File: src/rtl/conv3x3_prog.sv
// Programmable signed 3x3 convolution with a 3-stage pipeline and rounding.
// Coefficients go through a shadow bank and move into the active bank only on a start-of-frame window.
module conv3x3_prog #(
   parameter int PIX_W     = 8,
   parameter int COEF_W    = 10,
   parameter int FRAC_BITS = 7
) (
   input  logic                 i_clk,
   input  logic                 i_rst_n,
   input  logic [9*PIX_W-1:0]   i_pixel_data,
   input  logic                 i_pixel_data_valid,
   input  logic                 i_sof,
   input  logic                 i_coef_wr,
   input  logic [3:0]           i_coef_addr,
   input  logic [COEF_W-1:0]    i_coef_data,
   input  logic                 i_coef_commit,
   output logic [PIX_W-1:0]     o_convolved_data,
   output logic                 o_convolved_data_valid,
   output logic                 o_coef_pending
);
   localparam int NTAP   = 9;
   localparam int CENTRE = 4;
   localparam int PROD_W = PIX_W + COEF_W + 1;
   localparam int ACC_W  = PIX_W + COEF_W + 5;
   localparam logic [COEF_W-1:0]       COEF_ONE = COEF_W'(32'd1 << FRAC_BITS);
   localparam logic signed [ACC_W-1:0] RND_HALF = ACC_W'(32'd1 << (FRAC_BITS - 1));
   localparam logic signed [ACC_W-1:0] PIX_MAX  = ACC_W'({PIX_W{1'b1}});

   logic [COEF_W-1:0]        shadow_q [NTAP];
   logic [COEF_W-1:0]        shadow_d [NTAP];
   logic                     shadow_mode_q;
   logic                     shadow_mode_d;
   logic [COEF_W-1:0]        cap_q [NTAP];
   logic                     cap_mode_q;
   logic [COEF_W-1:0]        act_q [NTAP];
   logic                     act_mode_q;
   logic                     pending_q;
   logic                     swap_s;
   logic [COEF_W-1:0]        coef_use_s [NTAP];
   logic                     mode_use_s;

   logic signed [PROD_W-1:0] prod_d [NTAP];
   logic signed [PROD_W-1:0] prod_q [NTAP];
   logic                     v1_q;
   logic                     mode1_q;
   logic signed [ACC_W-1:0]  acc_d;
   logic signed [ACC_W-1:0]  acc_q;
   logic                     v2_q;
   logic                     mode2_q;
   logic signed [ACC_W-1:0]  rnd_s;
   logic signed [ACC_W-1:0]  mag_s;
   logic [PIX_W-1:0]         pix_d;
   logic [PIX_W-1:0]         pix_q;
   logic                     v3_q;

   assign swap_s = pending_q & i_pixel_data_valid & i_sof;

   // Shadow next state; a commit in the same cycle captures this updated view
   always_comb begin
      shadow_mode_d = shadow_mode_q;
      for (int k = 0; k < NTAP; k++) begin
         shadow_d[k] = shadow_q[k];
      end
      if (i_coef_wr) begin
         for (int k = 0; k < NTAP; k++) begin
            if (i_coef_addr == 4'(k)) begin
               shadow_d[k] = i_coef_data;
            end else begin
               shadow_d[k] = shadow_q[k];
            end
         end
         if (i_coef_addr == 4'd9) begin
            shadow_mode_d = i_coef_data[0];
         end else begin
            shadow_mode_d = shadow_mode_q;
         end
      end else begin
         shadow_mode_d = shadow_mode_q;
      end
   end

   // The SOF window that triggers a swap already multiplies by the incoming bank
   always_comb begin
      mode_use_s = swap_s ? cap_mode_q : act_mode_q;
      for (int k = 0; k < NTAP; k++) begin
         coef_use_s[k] = swap_s ? cap_q[k] : act_q[k];
      end
   end

   // Coefficient banks and commit-pending flag
   always_ff @(posedge i_clk or negedge i_rst_n) begin
      if (!i_rst_n) begin
         for (int k = 0; k < NTAP; k++) begin
            shadow_q[k] <= (k == CENTRE) ? COEF_ONE : '0;
            cap_q[k]    <= (k == CENTRE) ? COEF_ONE : '0;
            act_q[k]    <= (k == CENTRE) ? COEF_ONE : '0;
         end
         shadow_mode_q <= 1'b0;
         cap_mode_q    <= 1'b0;
         act_mode_q    <= 1'b0;
         pending_q     <= 1'b0;
      end else begin
         for (int k = 0; k < NTAP; k++) begin
            shadow_q[k] <= shadow_d[k];
         end
         shadow_mode_q <= shadow_mode_d;
         if (i_coef_commit) begin
            for (int k = 0; k < NTAP; k++) begin
               cap_q[k] <= shadow_d[k];
            end
            cap_mode_q <= shadow_mode_d;
         end
         if (swap_s) begin
            for (int k = 0; k < NTAP; k++) begin
               act_q[k] <= cap_q[k];
            end
            act_mode_q <= cap_mode_q;
         end
         pending_q <= i_coef_commit | (pending_q & ~swap_s);
      end
   end

   // S1 products: unsigned tap widened to signed, both operands extended to product width
   always_comb begin
      for (int k = 0; k < NTAP; k++) begin
         prod_d[k] = PROD_W'($signed({1'b0, i_pixel_data[k*PIX_W +: PIX_W]}))
                   * PROD_W'($signed(coef_use_s[k]));
      end
   end

   // S2 accumulation with sign extension of every product
   always_comb begin
      acc_d = '0;
      for (int k = 0; k < NTAP; k++) begin
         acc_d = acc_d + ACC_W'(prod_q[k]);
      end
   end

   // S3 rounding (half toward +inf) then clip or absolute-value saturation
   always_comb begin
      rnd_s = (acc_q + RND_HALF) >>> FRAC_BITS;
      mag_s = rnd_s[ACC_W-1] ? -rnd_s : rnd_s;
      pix_d = pix_q;
      if (mode2_q) begin
         pix_d = (mag_s > PIX_MAX) ? {PIX_W{1'b1}} : mag_s[PIX_W-1:0];
      end else if (rnd_s[ACC_W-1]) begin
         pix_d = '0;
      end else if (rnd_s > PIX_MAX) begin
         pix_d = {PIX_W{1'b1}};
      end else begin
         pix_d = rnd_s[PIX_W-1:0];
      end
   end

   // Pipeline registers; data stages only load on a valid beat so the output holds
   always_ff @(posedge i_clk or negedge i_rst_n) begin
      if (!i_rst_n) begin
         for (int k = 0; k < NTAP; k++) begin
            prod_q[k] <= '0;
         end
         v1_q    <= 1'b0;
         v2_q    <= 1'b0;
         v3_q    <= 1'b0;
         mode1_q <= 1'b0;
         mode2_q <= 1'b0;
         acc_q   <= '0;
         pix_q   <= '0;
      end else begin
         v1_q <= i_pixel_data_valid;
         v2_q <= v1_q;
         v3_q <= v2_q;
         if (i_pixel_data_valid) begin
            for (int k = 0; k < NTAP; k++) begin
               prod_q[k] <= prod_d[k];
            end
            mode1_q <= mode_use_s;
         end
         if (v1_q) begin
            acc_q   <= acc_d;
            mode2_q <= mode1_q;
         end
         if (v2_q) begin
            pix_q <= pix_d;
         end
      end
   end

   assign o_convolved_data       = pix_q;
   assign o_convolved_data_valid = v3_q;
   assign o_coef_pending         = pending_q;

endmodule

File: config.mk
export PLATFORM = sky130hd
export DESIGN_NAME = conv3x3_prog
export DESIGN_NICKNAME = d
export VERILOG_FILES = /design/src/rtl/conv3x3_prog.sv
export SDC_FILE = /design/constraint.sdc
export NUM_CORES = 2
export LEC_CHECK = 0
export ABC_AREA = 1
export CORE_ASPECT_RATIO = 0.8
export CORE_MARGIN = 2
export CORE_UTILIZATION = 30
export DETAILED_ROUTE_END_ITERATION = 6
export GPL_ROUTABILITY_DRIVEN = 0
export PLACE_DENSITY = 0.42
export SETUP_SLACK_MARGIN = 0.4
export SLEW_MARGIN = 20
export SYNTH_ARGS = -nofsm -noshare
export SYNTH_HDL_FRONTEND = slang
export SYNTH_SLANG_ARGS = --single-unit
export TNS_END_PERCENT = 1
File: constraint.sdc
create_clock -name i_clk -period 9.5 [get_ports i_clk]
set_input_delay 1.425 -clock i_clk [delete_from_list [all_inputs] [get_ports i_clk]]
set_output_delay 1.425 -clock i_clk [all_outputs]
set_load 0.01 [all_outputs]
==> summary.md <==
| Metric | Value |
|---|---|
| Status | finished clean |
| Achievable frequency | 136 MHz |
| Crit path DAT | 7860 ps |
| CTS resizes | 0 |
| Die height | 369 µm |
| TritonCTS Buffers | 59 |
| Nets@finish | 7,119 |
| Hpwl dp | 115,000 µm |
| Worst EP required | 10,030 ps |
| Final-report max-slew violation count | 0 |
| YS warnings | 0 |
| Yosys reg bits | 475 |
| Vias after detailed routing | 35,989 |
| Cells after synthesis | 5,851 |
| Die W | 460 µm |
| Postcts setup bufs | 0 |
| Hold Path Origin | mode1_q |
| Initial Util | 30.3% |
| Top Ports | 102 |
| Worst setup EP type | flip-flop |
| Final Cycle Share | 77.3% |
| CP startpoint kind | primary input |
| Final WL | 142,000 µm |
| First DRT Iteration DRCs | 2,244 |
| CTS H-tree depth | 2 |
| First-pass GRT wire length | 226,000 µm |
| Max cap viols | 0 |
| Routed len/inst | 17.4 µm |
| Worst setup path class | in2reg |
| Row cnt | 133 |
| Clk pin slew, worst setup/hold paths | 60 ps |
| Most frequent cells in the layout | inv_1 (1,491), nand2_1 (1,021), fa_1 (729) |
| Crit. Startpoint | i_sof |
| Largest net degree at the start of global routing | 127 |
| Min-Delay Path Class | reg2reg |
| Area growth, synth to finish | 11.5% |
| Setup WS pre-CTS | 1490 ps |
| Die area | 170,000 µm² |
| Clock Path Buffers | 3 |
| Period minus WS final | 7340 ps |
| Fin. Hold Viols | 0 |
| Final WS setup | 2160 ps |
| Vias in the first global route | 37,955 |
| Core area | 165,000 µm² |
| GRT Util Overall | 17.2% |
| Critical R2R Launch | o_coef_pending |
| Transition time of the tightest slew-check pin | 1010 ps |
| Worst slew margin | 32.6% |
| Antenna violations before repair | 10 |
| Via density per instance | 4.42 |
| Cell area after synthesis | 49,900 µm² |
| Hold Buf Count CTS | 0 |
| Ys flop type | dfrtp_1 |
| Port Buf Inserts | 101 |
| Post-route ant nets | 0 |
| Root Buffer | clkbuf_16 |
| Synth Area per Inst | 8.53 µm² |
| Leading cell type in the layout, fill and taps excluded | inv_1 |
| Clk_skew | 31.1 ps |
| Sequential area share after synthesis | 23.8% |
| Drt drc | 0 |
| DR pass1 iterations | 6 |
| Grt ovf | 0 |
| Hold Slack | 486 ps |
| CP Max Fanout | 60 |
| TNS Setup | 0 ps |
| Worst skew pair latency | 690 ps |
| CTS Sinks | 475 |
| Post-Syn Nets | 7,037 |
| EDFF count, synth | 0 |
| Layout cells sized above 1 | 5.18% |
| TritonCTS clock tree | built |
| Netlist cell types | 46 |
| Final setup violation count | 0 |
| Synth async-reset ratio | 100% |
| RSZ-0062 raised after global routing | false |
[path summary, 6_finish.rpt]
path,to,slack [ps],cells past startpoint
worst max-delay path,prod_q[111],2160,25
worst min-delay path,mode2_q,490,2
worst max register to register,prod_q[111],2920,24
worst min register to register,mode2_q,490,2
max in group asynchronous,cap_q[9],6810,3
min in group asynchronous,act_q[57],810,1
[routing by layer]
metal | up-vias | global-route usage, % | wire (µm)
met5 | - | 0 | 12
met3 | 115 | 2.01 | 6520
met4 | 2 | 3.39 | 2590
met2 | 595 | 26.2 | 60700
met1 | 17638 | 26.2 | 71800
li1 | 17639 | - | -
[through the flow]
step / area (µm²) / util [%] / std cells
floorplan: 49900 / - / 5851
global placement: 53500 / 32.5 / 8032
detailed placement: 53500 / 32.5 / 8032
CTS: 55700 / 33.8 / 8144
global route: 55700 / 33.8 / 8145
finish: 55700 / 33.8 / 8148
[critical path, stage by stage]
cell	delay [ps]
clkdlybuf4s50_1	510
nand3_4	370
buf_12	350
o21ai_0	720
inv_1	250
nand2_1	160
fa_1	420
inv_1	80
ha_1	220
ha_1	270
inv_1	70
fa_1	490
inv_1	50
ha_1	200
fa_1	470
nand3_1	110
nand2_1	70
nand2_1	110
nand2_1	70
a21oi_1	280
o21ai_0	180
a21boi_0	340
o21ai_0	160
xnor2_1	320
o21ai_0	120
[logic make-up (layout without fill, tap and decap cells)]
| logic type | Yosys count | after routing | synth area share [%] |
|---|---|---|---|
| other | 0 | 4 | 0 |
| buffers and inverters | 1634 | 1767 | 12.3 |
| muxes | 90 | 90 | 2.03 |
| xor gates and xnor gates | 123 | 123 | 2.17 |
| AOI/OAI and AO/OA | 638 | 638 | 6.82 |
| DFF | 475 | 475 | 23.8 |
| adders and majority gates | 1094 | 1094 | 38.4 |
| and+or+nand+nor | 1797 | 1797 | 14.5 |
[synth_stat cells, types with 8 or more instances]
master / count / area [µm²]
clkinv_1: 20 / 75.1
o31ai_1: 12 / 90.1
o21ai_1: 35 / 175
fa_1: 729 / 14600
o2111ai_1: 11 / 96.3
nor3_1: 12 / 60.1
buf_2: 8 / 40.0
a31oi_1: 31 / 194
xor2_1: 58 / 508
nand2_1: 1021 / 3830
buf_1: 24 / 90.1
a21oi_1: 197 / 986
o21a_1: 9 / 67.6
a21o_1: 17 / 128
mux2_2: 90 / 1010
or2_2: 40 / 250
ha_1: 365 / 4570
inv_1: 1499 / 5630
nor2_1: 556 / 2090
o21ai_0: 310 / 1550
clkbuf_1: 80 / 300
dfrtp_1: 472 / 11800
nand3_1: 115 / 576
xnor2_1: 64 / 561
nand4_1: 21 / 131
[registers in the layout (all words and copies together) (netlist names)]
name,flops
cap_mode_q,1
act_q,90
acc_q,17
o_coef_pending,1
act_mode_q,1
v2_q,1
o_convolved_data,8
v1_q,1
o_convolved_data_valid,1
shadow_q,90
cap_q,90
mode1_q,1
shadow_mode_q,1
prod_q,171
mode2_q,1
[cell type report]
type	instances	area [µm²]
Inverter	1520	5710
Clock inverter	36	484
Sequential cell	475	11900
Antenna cell	4	10.0
Clock buffer	76	1670
Tap cell	2160	2700
Multi-Input combinational cell	3742	31900
Timing Repair Buffer	135	1310
Fill cell	17480	109000
Power is left out: the tool's default activity adds up to more than one toggle a clock period on the data nets, which glitch-free logic cannot reach.
